===== config.mk =====
export PLATFORM = sky130hd
export DESIGN_NAME = kamikaze_imem_responder
export DESIGN_NICKNAME = d
export VERILOG_FILES = /design/src/rtl/kamikaze_imem_responder.sv
export SDC_FILE = /design/constraint.sdc
export NUM_CORES = 1
export LEC_CHECK = 0
export CAP_MARGIN = 20
export CELL_PAD_IN_SITES_DETAIL_PLACEMENT = 0
export CELL_PAD_IN_SITES_GLOBAL_PLACEMENT = 2
export CORE_MARGIN = 2
export CORE_UTILIZATION = 27
export DETAILED_ROUTE_END_ITERATION = 8
export GPL_ROUTABILITY_DRIVEN = 0
export PLACE_DENSITY = 0.81
export SYNTH_ARGS = -nofsm -noshare
export SYNTH_HDL_FRONTEND = slang
export SYNTH_SLANG_ARGS = --single-unit

===== constraint.sdc =====
create_clock -name clk_i -period 2.4 [get_ports clk_i]
set_input_delay 0.48 -clock clk_i [delete_from_list [all_inputs] [get_ports clk_i]]
set_output_delay 0.48 -clock clk_i [all_outputs]
set_load 0.01 [all_outputs]

===== src/rtl/kamikaze_imem_responder.sv =====
// ---------------------------------------------------------------------------
// kamikaze_imem_responder
//
// Purpose:
//   Instruction-memory responder for the Kamikaze-uRV fetch port. It takes
//   word requests from the fetch FIFO and issues them on a request/acknowledge
//   instruction bus that may insert any number of wait states.
//
//   The fetch side uses a one-deep pipelined protocol. Every cycle in which
//   memory_ready_o is high accepts the address on pc_i. The word for that
//   address is returned on ir_o in the next cycle in which memory_ready_o is
//   high.
//
// Handshake semantics (fetch side and bus side):
//   - Fetch side: memory_ready_o is a Moore strobe. In a ready cycle the
//     responder samples pc_i at the clock edge. It does so unconditionally
//     in ACCEPT, and in VALID only when memory_request_i is high. In VALID,
//     ir_o holds the word for the previously accepted address. In ACCEPT,
//     ir_o carries no new word.
//   - Bus side: mem_req_o rises with a stable mem_addr_o. Both stay unchanged
//     until the cycle in which mem_ack_i (or mem_err_i) is high. At most one
//     bus transaction is outstanding at any time. A reset is the only way to
//     abandon a request.
//
// Configuration:
//   KMKZ_IMEM_ERR_EN - when defined, adds mem_err_i / fetch_err_o. A bus
//   error completes the access like an ack, but it returns 32'h0000_0000
//   (illegal instruction) and raises fetch_err_o with that word. When the
//   macro is undefined, the error path and both ports are absent.
//
// Ports:
//   clk_i            core clock
//   rst_i            asynchronous active-low reset
//   pc_i             fetch address (bits [1:0] ignored)
//   memory_request_i fetch side wants service
//   flush_i          branch: abandon the in-flight fetch
//   ir_o             returned instruction word (registered)
//   memory_ready_o   ready/accept strobe to the fetch FIFO
//   mem_req_o        bus read request
//   mem_addr_o       bus word address {addr[31:2], 2'b00}
//   mem_rdata_i      bus read data
//   mem_ack_i        bus acknowledge, data valid this cycle
//   mem_err_i        bus error            (KMKZ_IMEM_ERR_EN only)
//   fetch_err_o      word carries bus err (KMKZ_IMEM_ERR_EN only)
// ---------------------------------------------------------------------------
module kamikaze_imem_responder #(
    parameter logic [31:0] RESET_DATA = 32'h0000_0013
) (
    input  logic        clk_i,
    input  logic        rst_i,
    input  logic [31:0] pc_i,
    input  logic        memory_request_i,
    input  logic        flush_i,
    output logic [31:0] ir_o,
    output logic        memory_ready_o,
    output logic        mem_req_o,
    output logic [31:0] mem_addr_o,
    input  logic [31:0] mem_rdata_i,
    input  logic        mem_ack_i
`ifdef KMKZ_IMEM_ERR_EN
    ,
    input  logic        mem_err_i,
    output logic        fetch_err_o
`endif
);

    typedef enum logic [2:0] {
        ST_IDLE   = 3'd0,
        ST_ACCEPT = 3'd1,
        ST_BUSY   = 3'd2,
        ST_VALID  = 3'd3,
        ST_DRAIN  = 3'd4
    } state_t;

    state_t      state_q, state_d;
    logic [31:0] addr_q, addr_d;
    logic [31:0] ir_q, ir_d;
    logic        ready_q;
    logic        req_q;
    logic        bus_done;
    logic        bus_err;
    logic        ferr_q, ferr_d;
    logic [31:0] pc_word;

    // The low address bits are explicitly forced to zero. The bus is word
    // addressed, and the fetch FIFO may present a misaligned pc.
    assign pc_word = {pc_i[31:2], pc_i[1:0] & 2'b00};

`ifdef KMKZ_IMEM_ERR_EN
    assign bus_err  = mem_err_i;
    assign bus_done = mem_ack_i | mem_err_i;
`else
    assign bus_err  = 1'b0;
    assign bus_done = mem_ack_i;
`endif

    // Next-state and datapath decode.
    // In every state except DRAIN, a flush returns the responder to IDLE with
    // ir_o reset to the NOP. DRAIN must not be cut short: the bus still owes
    // an acknowledge, and another request cannot be issued before that ack.
    always_comb begin
        state_d = state_q;
        addr_d  = addr_q;
        ir_d    = ir_q;
        ferr_d  = ferr_q;
        unique case (state_q)
            ST_IDLE: begin
                if (flush_i) begin
                    ir_d   = RESET_DATA;
                    ferr_d = 1'b0;
                end else if (memory_request_i) begin
                    state_d = ST_ACCEPT;
                end
            end
            ST_ACCEPT: begin
                if (flush_i) begin
                    state_d = ST_IDLE;
                    ir_d    = RESET_DATA;
                    ferr_d  = 1'b0;
                end else begin
                    // First ready after start-up: the address is taken
                    // whether or not memory_request_i is still high.
                    addr_d  = pc_word;
                    state_d = ST_BUSY;
                end
            end
            ST_BUSY: begin
                if (flush_i) begin
                    ir_d    = RESET_DATA;
                    ferr_d  = 1'b0;
                    // When the ack arrives in the same cycle as the flush,
                    // the bus is already free. The returned data is dropped.
                    state_d = bus_done ? ST_IDLE : ST_DRAIN;
                end else if (bus_done) begin
                    ir_d    = bus_err ? 32'h0000_0000 : mem_rdata_i;
                    ferr_d  = bus_err;
                    state_d = ST_VALID;
                end
            end
            ST_VALID: begin
                if (flush_i) begin
                    state_d = ST_IDLE;
                    ir_d    = RESET_DATA;
                    ferr_d  = 1'b0;
                end else if (memory_request_i) begin
                    // No comparison with the previous address: a FIFO that
                    // re-presents an old pc simply gets that word re-fetched.
                    addr_d  = pc_word;
                    state_d = ST_BUSY;
                end else begin
                    state_d = ST_IDLE;
                end
            end
            ST_DRAIN: begin
                // Ignore flush here. Wait for the outstanding ack, then drop
                // its data.
                if (bus_done) begin
                    state_d = ST_IDLE;
                end
            end
            default: begin
                state_d = ST_IDLE;
            end
        endcase
    end

    // All state and outputs share one register block. The Moore outputs are
    // decoded from the next state, so each one is available as a flop output
    // in the same cycle in which its state is entered.
    always_ff @(posedge clk_i or negedge rst_i) begin
        if (!rst_i) begin
            state_q <= ST_IDLE;
            addr_q  <= 32'h0000_0000;
            ir_q    <= RESET_DATA;
            ferr_q  <= 1'b0;
            ready_q <= 1'b0;
            req_q   <= 1'b0;
        end else begin
            state_q <= state_d;
            addr_q  <= addr_d;
            ir_q    <= ir_d;
            ferr_q  <= ferr_d;
            ready_q <= (state_d == ST_ACCEPT) || (state_d == ST_VALID);
            req_q   <= (state_d == ST_BUSY) || (state_d == ST_DRAIN);
        end
    end

    assign ir_o           = ir_q;
    assign memory_ready_o = ready_q;
    assign mem_req_o      = req_q;
    assign mem_addr_o     = addr_q;

`ifdef KMKZ_IMEM_ERR_EN
    assign fetch_err_o = ferr_q;
`else
    // Without the error path, ferr_q stays at zero. The register is kept so
    // that the datapath decode is the same in both builds.
    logic ferr_unused;
    assign ferr_unused = ferr_q;
`endif

endmodule

# Word level (Yosys, flattened, before mapping)

Index checks and enable logic that the tools add are counted.
Widths: inputs -> output; s select.

Register bits after elaboration: 69
Output and inout bits: 66
Logic and storage cells: 44
Input bits: 69

Multiplexer cells: 18
Reduce and logical (&&, ||, !) cells: 8
Equal/unequal tests: 13

Operator list:

| cell               | count |
|---|---|
| $mux 32            | 6 |
| $pmux 32 s2        | 2 |
| $mux 3             | 6 |
| $pmux 3 s5         | 1 |
| $eq 3x2->1 const B | 4 |
| $eq 3x1->1 const B | 2 |
| $eq 3x3->1 const B | 2 |
| $mux 2             | 3 |
| $ne 2x2->1 const B | 3 |
| $reduce_and 4->1   | 1 |
| $reduce_bool 2->1  | 2 |
| $logic_not 3->1    | 1 |
| $ne 3x3->1 const B | 1 |
| $reduce_and 3->1   | 1 |
| $reduce_or 3->1    | 1 |
| $logic_or 1x1->1   | 2 |
| $ne 2x1->1 const B | 1 |

# Depth between registers and ports, before layout

Gate-level depths: netlist of run 1.

Word-level depth: 5
Mapped depth: 6
Mapped depth without buffers: 3

# Worst setup path after synthesis of run 1

OpenSTA, ideal clock, no wires.

Path kind: register to register
Start: register state_q[0]
End: register ir_q[4] (netlist: ir_o[4])
Clock period less this slack: 1386 ps
Library setup time: 82 ps
Stages on the path, launching flop included: 5
Setup slack: 1014 ps
Buffers on the path: 1
Arrival: 1304 ps
Path through: dfrtp_1 nand3b_4 a21oi_2 buf_6 mux2_4

Word-level cells in the longest chain between the ends: 4

Ends and longest elaborated chain:

| item                                                      | line | text |
|---|---|---|
| from (decl)                                               | 75   | `state_t state_q, state_d;` |
| from (signal assigned)                                    | 179  | `state_q <= state_d;` |
| $eq 3x2->1, or another cell as far along                  | 106  | `unique case (state_q)` |
| $reduce_or 3->1 (no line)                                 | n/a  |  |
| $ne 2x1->1 (no line) or $reduce_bool 2->1 (tied branches) | n/a  |  |
| $reduce_and 3->1 (no line)                                | n/a  |  |
| to (signal assigned)                                      | 181  | `ir_q <= ir_d;` |
| to (decl)                                                 | 77   | `logic [31:0] ir_q, ir_d;` |

Several ways; a longest one is shown, not always the timed one.
A chain may end at the register's enable or synchronous reset.

# Worst setup path in the final report of run 1

Start: register ir_q[4] (netlist: ir_o[4])
End: output port ir_o[4]

RTL lines:

| item      | line | text |
|---|---|---|
| to (decl) | 54   | `output logic [31:0] ir_o,` |

No word-level cell between the ends.

==> metrics, run 1 <==
CP Max Fanout 2; Top-Level Pins 135; Distinct cells, synth 24; Clk pwr share 24.1%; sw power about 890 µW; CP Data Required Time 1.92 ns; Worst setup EP type output port; Sink Count 67; # resized after CTS 0; Setup TNS 0 ns; logic gate share of total power 31.0%; final number of setup-violating endpoints 0; initial drt markers about 120; CP Depth 1; DR vias/cell ~4.4; final hold violation count 0; Clock Skew 0.00906 ns; root buffer cell clkbuf_8; largest net degree at the start of global routing between 50 and 60; Seq/Total Area, Yosys 57.0%; Switching Fraction 27.5%; maxcap violations 0; period utilization 79.2%; Synth warnings 0; CP Data Arrival Time 1.42 ns; CP max stage cell clkdlybuf4s50_1; Avg Cell Area, Syn 12.7 µm²; dpl cells ~500; Period minus WS final 1.90 ns; Area Overhead vs Synth 54.9%; RR Endpoint ir_o[26]$_DFFE_PN0P_; Antenna Nets Post-Route 0; maximum vdd drop 0.335 mV; total iterations of the first detailed-routing run 4; die footprint 0.0118 mm²; synthesized flop and latch total 67; Die Y 109 µm; first-pass GRT wire length 11700 µm; worst path cell trace clkdlybuf4s50_1; leakage 0.00193 µW; DRC viols 0; DP Wirelength 5100 µm; fin nets 432; antenna violations before repair 0; Synth Area in Simple Gates 2.54%; grt ovf 0; area fraction in compound gates after synthesis about 9.2%; IO Port Bufs 130; netlist area before placement 0.00295 mm²; Setup CP Type reg2out; Synth Instances around 230; vias post-DR 2219; total routed wirelength 7340 µm; Max stage delay on crit path 0.55 ns; RSZ-0062 raised after global routing false; starting density of the core 27.5%; largest family of logic cells by synthesized area multiplexers; Reg clk slew, reported paths 0.07 ns; Longest Clk Path Bufs 2; type of origin of the critical path register; Reg2Reg Depth 5; most frequent cells in the layout 129 x clkdlybuf4s50_1, 64 x dfrtp_1, 34 x inv_1, 33 x o211ai_1, 32 x mux2_2; xor/xnor share of the synthesized area 0%; Peak Freq 0.526 GHz; P_int about 2300 µW; Critical path buffers and inverters 1; htree depth 3; most common cell after layout, fill and taps aside clkdlybuf4s50_1; share of cells above drive strength 1 between 10% and 20%; ANT cells 0; power density over cell area ~710 mW/mm²; path category of the worst min-delay check in2async; sequential power share between 40% and 50%; row count 38; adder-cell share of the synthesized area 0%; cts bufs inserted 9; Setup Buffers After CTS 0; max-slew violations 0; CTS tree done; mux share of post-synthesis cell area 22.9%; Worst R2R Setup Slack approximately 0.76 ns; Total GRT Usage 13.0%; Placeable Area 0.0107 mm²; Post-Layout Cell Count between 500 and 600; Top delay family on crit path buffers and inverters; number of global-route vias before repair 2276; hold_buf cts 0; worst flop-to-flop path startpoint state_q[1]$_DFF_PN0_; die width 109 µm; status complete, no violations; WL/cell about 14 µm; latest clock arrival within the worst-skew pair between 0.3 and 0.4 ns
-- through the flow --
stage	instance area (µm²)	hold WS (ns)	total power (µW)	worst slack, ns	utilization, %
floorplan	2950	0.184	1860	1.01	-
global placement	4410	0.390	2470	0.318	41.1
detailed placement	4410	0.384	2490	0.281	41.1
CTS	4570	0.00505	3300	0.475	42.5
global route	4570	0.00749	3430	0.448	42.5
finish	4570	0.0203	3230	0.499	42.5
-- kinds of logic after synthesis --
| group | Yosys count |
|---|---|
| mux | 63 |
| simple gates | 10 |
| compound gates | 36 |
| other cells | 1 |
| buf+inv | 55 |
| flops | 67 |
-- power groups by stage --
| stage | clock (µW) | sequential (µW) | combinational [µW] |
|---|---|---|---|
| after floorplan | 0 | 1560 | 304 |
| after global placement | 0 | 1460 | 1020 |
| after detailed placement | 0 | 1470 | 1020 |
| after CTS | 831 | 1450 | 1020 |
| after global routing | 881 | 1470 | 1070 |
| final | 781 | 1450 | 1000 |
-- how the worst max path moves through the flow --
stage                               from                   end  slack [ns]
floorplan           state_q[0]$_DFF_PN0_   ir_o[4]$_DFFE_PN1P_        1.01
global placement               mem_ack_i   ir_o[0]$_DFFE_PN1P_        0.32
detailed placement             mem_ack_i  ir_o[25]$_DFFE_PN0P_        0.28
CTS                  ir_o[4]$_DFFE_PN1P_               ir_o[4]        0.48
global route         ir_o[4]$_DFFE_PN1P_               ir_o[4]        0.45
finish               ir_o[4]$_DFFE_PN1P_               ir_o[4]        0.50
-- area by class of cell --
cell class                      instances  area [µm²]
Tap cell                              140         175
Inverter                               35         131
Clock inverter                          4        20.0
Fill cell                            1075        6180
Clock buffer                           12         135
Timing Repair Buffer                  139        1390
Sequential cell                        67        1680
Multi-Input combinational cell        111        1040
-- layer usage --
layer	vias up	part of all wire (%)	global-route usage (%)	routed length, µm
met5	-	0	0	0
met4	0	1.2	5.49	85
met3	7	9.0	5.42	662
met2	75	46	20.4	3410
met1	1084	43	15.5	3180
li1	1053	-	-	-
-- sequential cells by signal (all words and copies together) (netlist names) --
signal,cells
ir_o,32
mem_addr_o,30
mem_req_o,1
memory_ready_o,1
state_q,3
-- cell usage after synthesis --
| cell type | number | area share [%] |
|---|---|---|
| dfrtp_1 | 64 | 54 |
| inv_1 | 34 | 4.3 |
| o211ai_1 | 33 | 8.4 |
| mux2_2 | 32 | 12 |
| mux2i_1 | 30 | 10 |
| buf_2 | 7 | 1.2 |
| buf_4 | 6 | 1.5 |
| clkbuf_1 | 4 | 0.51 |
| dfstp_2 | 3 | 2.7 |
| buf_1 | 2 | 0.25 |
| nand2b_1 | 2 | 0.42 |
| nand3b_1 | 2 | 0.51 |
| nor4_1 | 2 | 0.42 |
| a211o_1 | 1 | 0.30 |
| a21oi_1 | 1 | 0.17 |
| a21oi_2 | 1 | 0.30 |
| buf_6 | 1 | 0.38 |
| conb_1 | 1 | 0.13 |
| inv_2 | 1 | 0.13 |
| mux2_4 | 1 | 0.51 |
| nand3_1 | 1 | 0.17 |
| nand3b_4 | 1 | 0.68 |
| nor2_1 | 1 | 0.13 |
| nor2b_1 | 1 | 0.21 |
No activity file was read; power rests on OpenSTA's default activity.
==> inputs of run 2 (changes only) <==
--- a/config.mk
+++ b/config.mk
@@ -9,10 +9,10 @@
 export CELL_PAD_IN_SITES_DETAIL_PLACEMENT = 0
 export CELL_PAD_IN_SITES_GLOBAL_PLACEMENT = 2
 export CORE_MARGIN = 2
-export CORE_UTILIZATION = 27
+export CORE_UTILIZATION = 25
 export DETAILED_ROUTE_END_ITERATION = 8
 export GPL_ROUTABILITY_DRIVEN = 0
-export PLACE_DENSITY = 0.81
+export PLACE_DENSITY = 0.76
 export SYNTH_ARGS = -nofsm -noshare
 export SYNTH_HDL_FRONTEND = slang
 export SYNTH_SLANG_ARGS = --single-unit
==> constraint.sdc (replaced) <==
create_clock -name clk_i -period 2 [get_ports clk_i]
set_input_delay 0.4 -clock clk_i [delete_from_list [all_inputs] [get_ports clk_i]]
set_output_delay 0.4 -clock clk_i [all_outputs]
set_load 0.01 [all_outputs]
==> run 2 against run 1 <==
Largest power group unchanged. First-iteration DRC count shrank 51%. Design area up 3.5%. Combinational power is 22% higher. Count of clock-buffer cells in the layout grew 2. Via count grew 0.45%. Critical path depth is the same. Final cell count rose by 1.2%. Clock power is 87% higher. Non-clock buffer count increased by 3.
==> metrics, run 2 (synthesized netlist as in run 1, its figures left out) <==
Top-Level Pins 135 (unchanged); Setup Buffers After CTS 0 (unchanged); Die Y 113 µm (+3.8%); CP Data Required Time 1.60 ns (-0.32 ns); first-pass GRT wire length 12500 µm (+7.0%); CP Max Fanout 2 (unchanged); largest net degree at the start of global routing 68 (+19%); cts bufs inserted 9 (unchanged); root buffer cell clkbuf_16; initial drt markers 59 (-51%); period utilization around nine tenths; most frequent cells in the layout 129 x clkdlybuf4s50_1, 64 x dfrtp_1, 34 x inv_1, 33 x o211ai_1, 32 x mux2_2; max reg flops 32 (unchanged); DP Wirelength 5350 µm (+5.0%); Sink Count 67 (unchanged); power density over cell area 935 mW/mm² (+32%); most common cell after layout, fill and taps aside clkdlybuf4s50_1; Post-Layout Cell Count 514 (+1.2%); Reg2Reg Depth 5 (unchanged); Placeable Area 0.0115 mm² (+6.7%); Setup CP Type reg2out; Worst setup EP type output port; htree depth 3 (unchanged); DRC viols 0 (unchanged); antenna violations before repair 0 (unchanged); die footprint 0.0127 mm² (+7.7%); type of origin of the critical path register; CTS tree done; DR vias/cell 4.34 (-0.72%); RR Endpoint ir_o[11]$_DFFE_PN0P_; Antenna Nets Post-Route 0 (unchanged); worst flop-to-flop path startpoint state_q[0]$_DFF_PN0_; leakage 0.00200 µW (+3.6%); hold_ws 0.0935 ns (+0.0732 ns); Setup TNS 0 ns (unchanged); Worst R2R Setup Slack 0.54 ns (-0.22 ns); Area Overhead vs Synth 60.3%; post-route cell area 0.00473 mm² (+3.5%); share of cells above drive strength 1 17.8% (+0.67 points); path category of the worst min-delay check in2async; Top delay family on crit path flip-flops; Peak Freq roughly 0.56 GHz; Reg clk slew, reported paths 0.06 ns (about the same); status complete, no violations; # resized after CTS 0 (unchanged); hold_buf cts 0 (unchanged); dpl cells 498 (+1.2%); number of global-route vias before repair 2433 (+6.9%); ANT cells 0 (unchanged); Longest Clk Path Bufs 2 (unchanged); Period minus WS final 1.79 ns; Tot Pwr 4420 µW (+37%); die width 113 µm (+3.8%); CP max stage cell dfstp_2; vias post-DR 2229 (+0.45%); Max stage delay on crit path 0.53 ns (-0.02 ns); IO Port Bufs 130 (unchanged); final number of setup-violating endpoints 0 (unchanged); final hold violation count 0 (unchanged); fin nets 435 (+0.69%); maximum vdd drop 0.462 mV (+38%); maxcap violations 0 (unchanged); total iterations of the first detailed-routing run 4 (unchanged); RSZ-0062 raised after global routing false; Critical path buffers and inverters 1 (unchanged); Clock Skew 0.00703 ns (-0.00203 ns); row count 39 (+2.6%); max-slew violations 0 (unchanged); Total GRT Usage 12.4% (-0.60 points); grt ovf 0 (unchanged); CP Data Arrival Time 1.39 ns (-0.03 ns); area post-placement 0.00445 mm² (+0.88%); latest clock arrival within the worst-skew pair 0.33 ns (about the same); worst path cell trace clkdlybuf4s50_1; WL/cell 14.7 µm (+1.4%); total routed wirelength 7530 µm (+2.6%); starting density of the core 25.7% (-1.7 points)
run 2: changes by cell type in the layout (fill, tap and decap cells not counted), sizes merged:
cell      previous run  this run
clkinv               4         1
buf                 10        13
clkbuf              12        14
clkinvlp             0         1
run 2: per-layer routing:
metal  vias to the layer above  wire (µm)  GRT usage (%)
li1                       1057          -              -
met1                      1083       3200           15.6
met2                        80       3550           19.3
met3                         9        694           5.18
met4                         0         95           3.90
met5                         -          0              0
run 2: area by class of cell:
cell class	count	area [µm²]
timing repair buffer	142	1420
fill	1117	6740
sequential	67	1680
multi-input combinational	111	1040
tap	143	179
clock inverter	2	12.5
inverter	35	131
clock buffer	14	264
run 2: how the worst max path moves through the flow:
stage	start	cells past startpoint	endpoint
6_report	ir_o[4]$_DFFE_PN1P_	1	ir_o[4]
5_1_grt	ir_o[4]$_DFFE_PN1P_	1	ir_o[4]
4_1_cts	ir_o[4]$_DFFE_PN1P_	1	ir_o[4]
3_5_place_dp	flush_i	5	mem_addr_o[21]$_DFFE_PN0P_
3_3_place_gp	flush_i	5	mem_addr_o[23]$_DFFE_PN0P_
2_1_floorplan	state_q[0]$_DFF_PN0_	4	ir_o[4]$_DFFE_PN1P_
run 2: stage by stage:
stage / util [%] / worst slack (ns)
floorplan: - / 0.614
global placement: 38.8 / 0.104
detailed placement: 38.8 / 0.0732
CTS: 41.2 / 0.195
global route: 41.2 / 0.166
finish: 41.2 / 0.210
run 2: where the power goes:
group / total (µW) / switching [µW] / internal (µW)
registers: 1740 / 134 / 1610
logic: 1220 / 446 / 770
clock network: 1460 / 555 / 905
